==> src/rtl/spi_pkg.sv <==
// Shared definitions for the SPI master: FSM states, SPI mode encodings and
// the slave-select index width.
package spi_pkg;

   typedef enum logic [2:0] {
      IDLE  = 3'd0,
      LEAD  = 3'd1,
      XFER  = 3'd2,
      TRAIL = 3'd3,
      GAP   = 3'd4
   } spi_state_e;

   // Mode encodings are {cpol, cpha}.
   localparam logic [1:0] MODE0 = 2'b00;
   localparam logic [1:0] MODE1 = 2'b01;
   localparam logic [1:0] MODE2 = 2'b10;
   localparam logic [1:0] MODE3 = 2'b11;

   // Leaves room for at least one index >= n_ss, which runs a frame with no slave selected.
   function automatic int sel_width(input int n_ss);
      return $clog2(n_ss + 1);
   endfunction

endpackage

==> src/rtl/spi_master_if.sv <==
// Bundle of the SPI master's host-side handshake and serial pins.
// The master modport is the controller's view; slave is the host/bus view.
interface spi_master_if #(
   parameter int W_DATA = 32,
   parameter int N_SS   = 4,
   parameter int W_DIV  = 8
) ();
   import spi_pkg::*;

   localparam int SS_W = sel_width(N_SS);

   logic [W_DATA-1:0] tx_data;
   logic              tx_valid;
   logic              tx_ready;
   logic [SS_W-1:0]   ss_sel;
   logic              cpol;
   logic              cpha;
   logic [W_DIV-1:0]  clk_div;
   logic [W_DATA-1:0] rx_data;
   logic              rx_valid;
   logic              busy;
   logic              sclk;
   logic              mosi;
   logic              miso;
   logic [N_SS-1:0]   ss_n;

   modport master (
      input  tx_data, tx_valid, ss_sel, cpol, cpha, clk_div, miso,
      output tx_ready, rx_data, rx_valid, busy, sclk, mosi, ss_n
   );

   modport slave (
      output tx_data, tx_valid, ss_sel, cpol, cpha, clk_div, miso,
      input  tx_ready, rx_data, rx_valid, busy, sclk, mosi, ss_n
   );

endinterface

==> src/rtl/spi_clk_gen.sv <==
// Half-period timer: strobes done_o every div_i+1 cycles while run_i is high
// and toggles phase_o on each strobe; both restart from zero when run_i drops.
module spi_clk_gen #(
   parameter int W_DIV = 8
) (
   input  logic             clk,
   input  logic             rst,
   input  logic [W_DIV-1:0] div_i,
   input  logic             run_i,
   output logic             done_o,
   output logic             phase_o
);

   logic [W_DIV-1:0] cnt_q, cnt_d;
   logic             phase_q, phase_d;

   // The counter never passes div_i, so an all-ones divider cannot wrap.
   assign done_o  = run_i && (cnt_q == div_i);
   assign phase_o = phase_q;

   always_comb begin
      cnt_d   = cnt_q;
      phase_d = phase_q;
      if (!run_i) begin
         cnt_d   = '0;
         phase_d = 1'b0;
      end else if (done_o) begin
         cnt_d   = '0;
         phase_d = ~phase_q;
      end else begin
         cnt_d   = cnt_q + W_DIV'(1);
      end
   end

   always_ff @(posedge clk or negedge rst) begin
      if (!rst) begin
         cnt_q   <= '0;
         phase_q <= 1'b0;
      end else begin
         cnt_q   <= cnt_d;
         phase_q <= phase_d;
      end
   end

endmodule

==> src/rtl/spi_master.sv <==
// Single-frame SPI master: latches a frame and its mode on accept, then runs
// LEAD/XFER/TRAIL/GAP with all outputs registered.
module spi_master
   import spi_pkg::*;
#(
   parameter int W_DATA = 32,
   parameter int N_SS   = 4,
   parameter int W_DIV  = 8
) (
   input  logic         clk,
   input  logic         rst,
   spi_master_if.master bus
);

   localparam int W_BCNT = $clog2(W_DATA) + 1;
   localparam int SS_W   = sel_width(N_SS);

   spi_state_e        state_q;
   logic [W_DATA-1:0] tx_shift_q;
   logic [W_DATA-1:0] rx_shift_q;
   logic [W_DATA-1:0] rx_data_q;
   logic [W_BCNT-1:0] bit_cnt_q;
   logic [W_DIV-1:0]  div_q;
   logic [N_SS-1:0]   ss_n_q;
   logic              cpol_q;
   logic              cpha_q;
   logic              sclk_q;
   logic              mosi_q;
   logic              tx_ready_q;
   logic              busy_q;
   logic              fire_q;
   logic              rx_valid_q;

   logic              run;
   logic              hp_done;
   logic              phase;
   logic              accept;
   logic              lead_edge;
   logic              trail_edge;
   logic              xfer_last;
   logic              launch;
   logic              sample;
   logic [N_SS-1:0]   sel_dec;

   assign run = (state_q != IDLE);

   spi_clk_gen #(
      .W_DIV (W_DIV)
   ) u_clk_gen (
      .clk     (clk),
      .rst     (rst),
      .div_i   (div_q),
      .run_i   (run),
      .done_o  (hp_done),
      .phase_o (phase)
   );

   // Out-of-range indices match no line, so the frame runs fully deselected.
   for (genvar gi = 0; gi < N_SS; gi++) begin : g_sel
      assign sel_dec[gi] = (bus.ss_sel != SS_W'(gi));
   end

   // phase is high during the half-periods that follow a leading edge.
   assign accept     = tx_ready_q && bus.tx_valid;
   assign trail_edge = hp_done && (state_q == XFER) && phase;
   assign xfer_last  = hp_done && (state_q == XFER) && !phase
                       && (bit_cnt_q == W_BCNT'(W_DATA));
   assign lead_edge  = hp_done && ((state_q == LEAD)
                       || ((state_q == XFER) && !phase && !xfer_last));
   assign launch     = cpha_q ? lead_edge  : trail_edge;
   assign sample     = cpha_q ? trail_edge : lead_edge;

   always_ff @(posedge clk or negedge rst) begin
      if (!rst) begin
         state_q    <= IDLE;
         tx_shift_q <= '0;
         rx_shift_q <= '0;
         rx_data_q  <= '0;
         bit_cnt_q  <= '0;
         div_q      <= '0;
         ss_n_q     <= '1;
         cpol_q     <= 1'b0;
         cpha_q     <= 1'b0;
         sclk_q     <= 1'b0;
         mosi_q     <= 1'b0;
         tx_ready_q <= 1'b1;
         busy_q     <= 1'b0;
         fire_q     <= 1'b0;
         rx_valid_q <= 1'b0;
      end else begin
         fire_q     <= 1'b0;
         rx_valid_q <= fire_q;
         if (fire_q) begin
            rx_data_q <= rx_shift_q;
         end
         if (launch) begin
            mosi_q     <= tx_shift_q[W_DATA-1];
            tx_shift_q <= tx_shift_q << 1;
         end
         if (sample) begin
            rx_shift_q <= {rx_shift_q[W_DATA-2:0], bus.miso};
         end
         if (trail_edge) begin
            bit_cnt_q <= bit_cnt_q + W_BCNT'(1);
         end

         case (state_q)
            IDLE: begin
               if (accept) begin
                  state_q    <= LEAD;
                  tx_ready_q <= 1'b0;
                  busy_q     <= 1'b1;
                  cpol_q     <= bus.cpol;
                  cpha_q     <= bus.cpha;
                  div_q      <= bus.clk_div;
                  ss_n_q     <= sel_dec;
                  sclk_q     <= bus.cpol;
                  rx_shift_q <= '0;
                  bit_cnt_q  <= '0;
                  // cpha=0 puts the MSB out now; cpha=1 waits for the first leading edge.
                  mosi_q     <= bus.cpha ? 1'b0 : bus.tx_data[W_DATA-1];
                  tx_shift_q <= bus.cpha ? bus.tx_data : (bus.tx_data << 1);
               end
            end
            LEAD: begin
               if (hp_done) begin
                  state_q <= XFER;
                  sclk_q  <= ~cpol_q;
               end
            end
            XFER: begin
               if (hp_done) begin
                  if (xfer_last) begin
                     state_q <= TRAIL;
                  end else begin
                     sclk_q  <= ~sclk_q;
                  end
               end
            end
            TRAIL: begin
               if (hp_done) begin
                  state_q <= GAP;
                  ss_n_q  <= '1;
                  mosi_q  <= 1'b0;
                  fire_q  <= 1'b1;
               end
            end
            GAP: begin
               if (hp_done) begin
                  state_q    <= IDLE;
                  tx_ready_q <= 1'b1;
                  busy_q     <= 1'b0;
               end
            end
            default: begin
               state_q <= IDLE;
            end
         endcase
      end
   end

   assign bus.tx_ready = tx_ready_q;
   assign bus.busy     = busy_q;
   assign bus.rx_data  = rx_data_q;
   assign bus.rx_valid = rx_valid_q;
   assign bus.sclk     = sclk_q;
   assign bus.mosi     = mosi_q;
   assign bus.ss_n     = ss_n_q;

endmodule

==> src/flat_wrapper.sv <==
// flat-port wrapper written by rule: the top's interface ports become plain ports
module spi_master_flat import spi_pkg::*;
#(
   parameter int W_DATA = 32,
   parameter int N_SS   = 4,
   parameter int W_DIV  = 8
)
  (clk, rst, bus_tx_data, bus_tx_valid, bus_ss_sel, bus_cpol, bus_cpha, bus_clk_div, bus_miso, bus_tx_ready, bus_rx_data, bus_rx_valid, bus_busy, bus_sclk, bus_mosi, bus_ss_n);
  spi_master_if #(.W_DATA(W_DATA), .N_SS(N_SS), .W_DIV(W_DIV)) bus_i ();
  input  logic clk;
  input  logic rst;
  input wire logic [$bits(bus_i.tx_data)-1:0] bus_tx_data;
  input wire logic [$bits(bus_i.tx_valid)-1:0] bus_tx_valid;
  input wire logic [$bits(bus_i.ss_sel)-1:0] bus_ss_sel;
  input wire logic [$bits(bus_i.cpol)-1:0] bus_cpol;
  input wire logic [$bits(bus_i.cpha)-1:0] bus_cpha;
  input wire logic [$bits(bus_i.clk_div)-1:0] bus_clk_div;
  input wire logic [$bits(bus_i.miso)-1:0] bus_miso;
  output wire logic [$bits(bus_i.tx_ready)-1:0] bus_tx_ready;
  output wire logic [$bits(bus_i.rx_data)-1:0] bus_rx_data;
  output wire logic [$bits(bus_i.rx_valid)-1:0] bus_rx_valid;
  output wire logic [$bits(bus_i.busy)-1:0] bus_busy;
  output wire logic [$bits(bus_i.sclk)-1:0] bus_sclk;
  output wire logic [$bits(bus_i.mosi)-1:0] bus_mosi;
  output wire logic [$bits(bus_i.ss_n)-1:0] bus_ss_n;
  assign bus_i.tx_data = bus_tx_data;
  assign bus_i.tx_valid = bus_tx_valid;
  assign bus_i.ss_sel = bus_ss_sel;
  assign bus_i.cpol = bus_cpol;
  assign bus_i.cpha = bus_cpha;
  assign bus_i.clk_div = bus_clk_div;
  assign bus_i.miso = bus_miso;
  assign bus_tx_ready = bus_i.tx_ready;
  assign bus_rx_data = bus_i.rx_data;
  assign bus_rx_valid = bus_i.rx_valid;
  assign bus_busy = bus_i.busy;
  assign bus_sclk = bus_i.sclk;
  assign bus_mosi = bus_i.mosi;
  assign bus_ss_n = bus_i.ss_n;
  spi_master #(.W_DATA(W_DATA), .N_SS(N_SS), .W_DIV(W_DIV)) u_core (.clk(clk), .rst(rst), .bus(bus_i));
endmodule
==> config.mk <==
export PLATFORM = sky130hd
export DESIGN_NAME = spi_master_flat
export DESIGN_NICKNAME = d
export VERILOG_FILES = /design/src/rtl/spi_pkg.sv /design/src/rtl/spi_master_if.sv /design/src/rtl/spi_clk_gen.sv /design/src/rtl/spi_master.sv /design/src/flat_wrapper.sv
export SDC_FILE = /design/constraint.sdc
export NUM_CORES = 1
export LEC_CHECK = 0
export ABC_CLOCK_PERIOD_IN_PS = 4400
export CAP_MARGIN = 40
export CORE_UTILIZATION = 50
export CTS_BUF_LIST = sky130_fd_sc_hd__clkbuf_16
export DETAILED_ROUTE_END_ITERATION = 10
export HOLD_SLACK_MARGIN = 0.15
export PLACE_DENSITY = 0.72
export SLEW_MARGIN = 0
export SYNTH_ARGS = -nofsm -noshare
export SYNTH_HDL_FRONTEND = slang
export SYNTH_SLANG_ARGS = --single-unit
==> constraint.sdc <==
create_clock -name clk -period 4.4 [get_ports clk]
set_clock_uncertainty 0.15 [all_clocks]
set_input_delay 0.88 -clock clk [delete_from_list [all_inputs] [get_ports clk]]
set_output_delay 0.88 -clock clk [all_outputs]
set_load 0.05 [all_outputs]
== After elaboration in Yosys (flattened, before gate mapping) ==
Cells that the tools add are included.
Word-level totals
  flip-flop bits (word level): 134
  bits of input ports: 49
  output and inout port bits: 41
  logic and storage cells: 106
Operators by class
  $add $sub $neg: 2
  equal/unequal tests: 17
  mux-type cells: 44
  bitwise logic cells: 3
  reductions and logical operators: 23
Operators by type and width (count)
  2-to-1 mux 32 bit: 7
  2-to-1 mux 1 bit: 18
  2-to-1 mux 3 bit: 6
  2-to-1 mux 6 bit: 3
  2-to-1 mux 8 bit: 2
  case mux 3 bit (5 select lines): 1
  inequality test 2 x 1 -> 1 bit, second input constant: 7
  logical AND 1 bit: 9
  nonzero test 3 bit: 3
  adder 8 x 1 -> 8 bit, second input constant: 1
  equality test 8 bit: 1
  2-to-1 mux 4 bit: 2
  case mux 4 bit (2 select lines): 1
  adder 6 x 1 -> 6 bit, second input constant: 1
  equality test 3 x 2 -> 1 bit, second input constant: 2
  equality test 6 bit, second input constant: 1
  inequality test 3 x 2 -> 1 bit, second input constant: 2
  case mux 1 bit (2 select lines): 3
  AND reduction 3 bit: 2
  AND reduction 6 bit: 1
  AND reduction 5 bit: 1
  nonzero test 2 bit: 2
  equality test 3 x 1 -> 1 bit, second input constant: 1
  equality test 3 bit, second input constant: 1
  other kinds (8): 11

== Longest topological paths before layout ==
  word-level depth: 13
  depth in mapped cells: 9
  gate-level depth less buffers: 7

== Cells and area by module ==
A second synthesis with hierarchy kept.
Unflattened totals
  cell total of the unflattened synthesis: 604
  area total of the unflattened synthesis: 6403.6 um^2
Modules (own cells, without submodules)
  spi_master: times used 1, cells each 557, area an instance 5924.4 um^2, seq. area each 3134.3 um^2
  spi_clk_gen: times used 1, cells each 47, area an instance 479.2 um^2, seq. area each 225.2 um^2

== Least setup slack after synthesis ==
Ideal clock, no wire load.
  kind: reg2reg
  from: register u_core.bit_cnt_q[0]
  to: register u_core.tx_shift_q[10]
  setup time: 137 ps
  data arrival time: 2003 ps
  required time: 4113 ps
  slack: 2111 ps
  stages on the path, launching flop included: 9
  path buffers: 1
  clock period less this slack: 2289 ps
  path through: dfrtp_1 inv_1 ha_1 nand4bb_1 o2111ai_1 a2111oi_4 buf_6 mux2i_1 a21oi_1
Between the ends
  cells in the longest elaborated chain, start to end: 10
RTL lines
  start, declared: RTL line spi_master.sv:22  | logic [W_BCNT-1:0] bit_cnt_q;
  start signal, assigned: RTL line spi_master.sv:104  | bit_cnt_q <= bit_cnt_q + W_BCNT'(1);
  equality test 6 bit (*): RTL line spi_master.sv:67  | && (bit_cnt_q == W_BCNT'(W_DATA));
  logical AND 1 bit (*): RTL line spi_master.sv:67
  zero test 1 bit (*): RTL line spi_master.sv:69  | || ((state_q == XFER) && !phase && !xfer_last));
  logical AND 1 bit (*): RTL line spi_master.sv:69
  logical OR 1 bit (*): RTL line spi_master.sv:69
  logical AND 1 bit (*): RTL line spi_master.sv:68  | assign lead_edge = hp_done && ((state_q == LEAD)
  2-to-1 mux 1 bit (*): RTL line spi_master.sv:70  | assign launch = cpha_q ? lead_edge : trail_edge;
  2-to-1 mux 32 bit (*): RTL line spi_master.sv:96  | if (launch) begin
  2-to-1 mux 32 bit: RTL line spi_master.sv:109  | if (accept) begin
  2-to-1 mux 32 bit (*): RTL line spi_master.sv:107  | case (state_q)
  end signal, assigned: RTL line spi_master.sv:98  | tx_shift_q <= tx_shift_q << 1;
  end signal, assigned: RTL line spi_master.sv:122  | tx_shift_q <= bus.cpha ? bus.tx_data : (bus.tx_data << 1);
  end, declared: RTL line spi_master.sv:19  | logic [W_DATA-1:0] tx_shift_q;
Every way passes the cells marked *; elsewhere a longest branch is shown, timed or not.
A chain may end at the register's enable or synchronous reset.

== Worst setup path in the final report ==
  from: register u_core.state_q[1]
  to: register u_core.tx_shift_q[14]
Between the ends
  cells in the longest elaborated chain, start to end: 13
  elaborated cells on any way between the ends: 18
  those cells by class: eq/ne: 2; mux: 4; reduce/logical: 12
RTL lines
  start, declared: RTL line spi_master.sv:18  | spi_state_e state_q;
  start signal, assigned: RTL line spi_master.sv:75  | state_q <= IDLE;
  start signal, assigned: RTL line spi_master.sv:110  | state_q <= LEAD;
  start signal, assigned: RTL line spi_master.sv:127  | state_q <= XFER;
  nonzero test 3 bit: RTL line spi_master.sv:45  | assign run = (state_q != IDLE);
  logical AND 1 bit: RTL line spi_clk_gen.sv:18  | assign done_o = run_i && (cnt_q == div_i);
  logical AND 1 bit: RTL line spi_master.sv:65, spi_master.sv:66
  logical AND 1 bit: RTL line spi_master.sv:66  | assign xfer_last = hp_done && (state_q == XFER) && !phase
  logical AND 1 bit: RTL line spi_master.sv:67
  zero test 1 bit: RTL line spi_master.sv:69
  logical AND 1 bit: RTL line spi_master.sv:69
  logical OR 1 bit: RTL line spi_master.sv:69
  logical AND 1 bit: RTL line spi_master.sv:68
  2-to-1 mux 1 bit: RTL line spi_master.sv:70
  2-to-1 mux 32 bit: RTL line spi_master.sv:96
  2-to-1 mux 32 bit: RTL line spi_master.sv:109
  2-to-1 mux 32 bit (*): RTL line spi_master.sv:107
Marked as above.

==> summary.md <==
| Metric | Value |
|---|---|
| Nets | `696` |
| CP cell instances | `nor3_1, nand3_4, buf_4, a211oi_1, a21oi_1` |
| Worst hold path cell count | `2` |
| Drt wl/cell | `15.0 um` |
| Share of the synthesized area in the top cell type | `51.8%` |
| Die width | `114 um` |
| Final hold vios | `0` |
| Setup-failing EPs final | `0` |
| Crit start category | `flip-flop` |
| Hold Path End | `u_core.cpol_q$_DFFE_PN0P_` |
| Register area share after synthesis | `53.9%` |
| YS warnings | `0` |
| First-pass GRT wire length | `21200 um` |
| Top cells by count, synth | `129 x dfrtp_1, 76 x nand2_1, 63 x mux2i_1, 40 x a21oi_1` |
| Synth Register Bits | `134` |
| # DRC | `0` |
| CP Max Fanout | `63` |
| Gr usage total | `20.9%` |
| Drt total wl | `12400 um` |
| Post-layout util | `65.7%` |
| Async SR Flop Fraction | `100%` |
| Worst Hold Class | `flip-flop to flip-flop` |
| Starting Density | `51.6%` |
| Layout cells sized above 1 | `8.07%` |
| Synth Flop Type | `dfrtp_1` |
| Slew headroom | `50.1%` |
| Placer Congestion | `0.821` |
| Proportion of synthesized area in mux cells | `15.9%` |
| Dpl hpwl | `8260 um` |
| CP max stage cell | `nor3_1` |
| Remaining Overflow, GRT | `0` |
| Io pins | `90` |
| Worst Setup Path Type | `flip-flop to flip-flop` |
| Post-synthesis compound-gate area fraction | `10.2%` |
| Antenna Cells | `0` |
| Syn Std Cell Area | `6230 sq um` |
| Largest net degree at the start of global routing | `78` |
| Initial antenna violation count | `0` |
| Status | `finished clean` |
| Reg2reg start | `u_core.state_q[1]$_DFFE_PN0P_` |
| Post-synth EDFFs | `0` |
| Least-Margin Pin Slew | `0.749 ns` |
| Final critical-path required period | `2.99 ns` |
| RSZ-0062 raised after global routing | `false` |
| Crit path DAT | `3.12 ns` |
| Post-CTS Setup Inserts | `0` |
| Most frequent cell after synthesis | `dfrtp_1` |
| TNS Setup | `0 ns` |
| Cells after Synth | `564` |
| Sink Count | `134` |
| Post-Synth Simple-Gate Area | `13.2%` |
| P_leak | `0.00324 uW` |
| Post-placement setup slack | `1.28 ns` |
| CTS resizes | `0` |
| Worst setup EP type | `flip-flop` |
| Syn avg cell area | `11.0 sq um` |
| R2R Setup Slk | `1.41 ns` |
| Pins Over Slew Limit | `0` |
| Buffers on Ports | `89` |
| H-tree levels | `4` |
| Tcrit/Tclk final | `67.9%` |
| Xor/xnor cell area share of the yosys netlist | `2.81%` |
| Peak supply drop | `0.255 mV` |
| Die Y | `114 um` |
| Vias/cell | `5.39` |
| Hold-fix buffers at CTS | `0` |
| Clock latency on the worst-skew pair | `0.41 ns` |
| R2r endpoint | `u_core.tx_shift_q[14]$_DFF_PN0_` |
| Power per cell area | `371 nW/um^2` |
| Delay of the slowest critical-path stage | `0.68 ns` |
| Num CTS Buffers | `17` |
| Largest family of logic cells by synthesized area | `multiplexers` |
| Via count | `4443` |
| FF-to-FF path depth | `5` |
| Critical Path RT | `4.53 ns` |
| Unique masters post-synth | `50` |
| Post-Synth Adder-Cell Area | `0.603%` |
| Max-Cap Viols | `0` |
| Post-DRT Antenna Nets | `0` |
| DRT Pass-1 Iters | `4` |
| Core box area | `12100 sq um` |
| Area delta synth->final | `27.3%` |
| HP Start | `u_core.cpol_q$_DFFE_PN0P_` |
| Vias in the first global route | `4458` |
| Synth area leaders | `dfrtp_1 52%, mux2i_1 10%, mux2_1 5.4%, nand2_1 4.6%, a211oi_1 3.9%` |
| Synth area leader | `dfrtp_1` |
| Root buf cell | `clkbuf_16` |
| Iteration-0 DRC Markers | `207` |
| F_max | `0.335 GHz` |
| Clk buf depth | `2` |
| CTS tree | `built` |
| FP Rows | `40` |
| Die ar. | `12900 sq um` |
| Worst setup margin | `1.41 ns` |
| Syn Nets | `616` |
| Clock-pin slew on the worst setup and hold paths | `0.06 ns` |
## report_power, final
group / total, uW / internal (uW) / switching [uW]
combinational: 95.9 / 49.1 / 46.8
sequential: 1230 / 1230 / 0
clock: 1610 / 1070 / 542
total: 2940 / 2350 / 589
## worst max-delay path by stage
stage / startpoint / to / slack, ns / cells after the start
after floorplan: u_core.bit_cnt_q[0]$_DFF_PN0_ / u_core.tx_shift_q[10]$_DFF_PN0_ / 2.11 / 8
after global placement: bus_tx_valid / u_core.tx_shift_q[16]$_DFF_PN0_ / 1.35 / 5
after detailed placement: bus_tx_valid / u_core.tx_shift_q[14]$_DFF_PN0_ / 1.28 / 5
after CTS: u_core.state_q[1]$_DFFE_PN0P_ / u_core.tx_shift_q[14]$_DFF_PN0_ / 1.45 / 5
after global routing: u_core.state_q[1]$_DFFE_PN0P_ / u_core.tx_shift_q[14]$_DFF_PN0_ / 1.26 / 5
final: u_core.state_q[1]$_DFFE_PN0P_ / u_core.tx_shift_q[14]$_DFF_PN0_ / 1.41 / 5
## stage by stage
step | std cells | area (sq um) | power (uW) | hold WS [ns]
3_5_place_dp | 793 | 7250 | 1350 | 0.317
3_3_place_gp | 792 | 7230 | 1350 | 0.314
4_1_cts | 825 | 7930 | 2970 | 0.332
6_report | 825 | 7930 | 2940 | 0.333
5_1_grt | 825 | 7930 | 3030 | 0.355
2_1_floorplan | 564 | 6230 | 1280 | 0.202
## registers in the layout, summed over array words and instances, names as in the netlist
name	count
u_core.bit_cnt_q	6
u_core.bus.busy	1
u_core.bus.mosi	1
u_core.bus.rx_data	32
u_core.bus.rx_valid	1
u_core.bus.sclk	1
u_core.bus.ss_n	4
u_core.bus.tx_ready	1
u_core.cpha_q	1
u_core.cpol_q	1
u_core.div_q	8
u_core.fire_q	1
u_core.rx_shift_q	32
u_core.state_q	3
u_core.tx_shift_q	32
u_core.u_clk_gen.cnt_q	8
u_core.u_clk_gen.phase_o	1
## cells in the final DEF, fill, tap and decap left out, drive strengths merged, types with 2 or more instances in the layout
master / count
dfrtp: 129
clkdlybuf4s50: 87
nand2: 76
mux2i: 63
a21oi: 40
nor2b: 32
a211oi: 32
mux2: 32
nor2: 21
clkbuf: 17
xnor2: 13
nand3: 12
inv: 11
buf: 11
xor2: 7
nor3: 7
o21ai: 7
nand4: 6
bufinv: 6
dfstp: 5
clkinv: 4
or3: 3
and3: 3
o22a: 3
ha: 3
or2: 2
and4: 2
a2bb2oi: 2
clkinvlp: 2
## worst max-delay path: cells and delay by family (launching register included)
kind	cells	cell delay (ns)
DFF	1	0.54
and+or+nand+nor	2	1.34
AOI/OAI and AO/OA	2	0.36
buffers and inverters	1	0.43
## cell type report
cell class / count / area, sq um
fill: 942 / 4130
sequential: 134 / 3360
inverter: 8 / 30.0
multi-input combinational: 385 / 2680
clock inverter: 15 / 250
tap: 168 / 210
timing repair buffer: 98 / 976
clock buffer: 17 / 425
## cells by family after synthesis
kind of cell,Yosys count
simple gates,171
flops,134
compound gates,96
mux,95
buf+inv,45
xor+xnor,20
fa+ha+maj,3
## routing by layer
metal / up-vias / wire [um] / track usage [%]
met1: 2160 / 5800 / 27.5
li1: 2165 / - / -
met3: 14 / 570 / 6.38
met5: - / 0 / 0
met2: 104 / 5920 / 33.4
met4: 0 / 121 / 6.58
No activity file was read; power rests on OpenSTA's default activity.
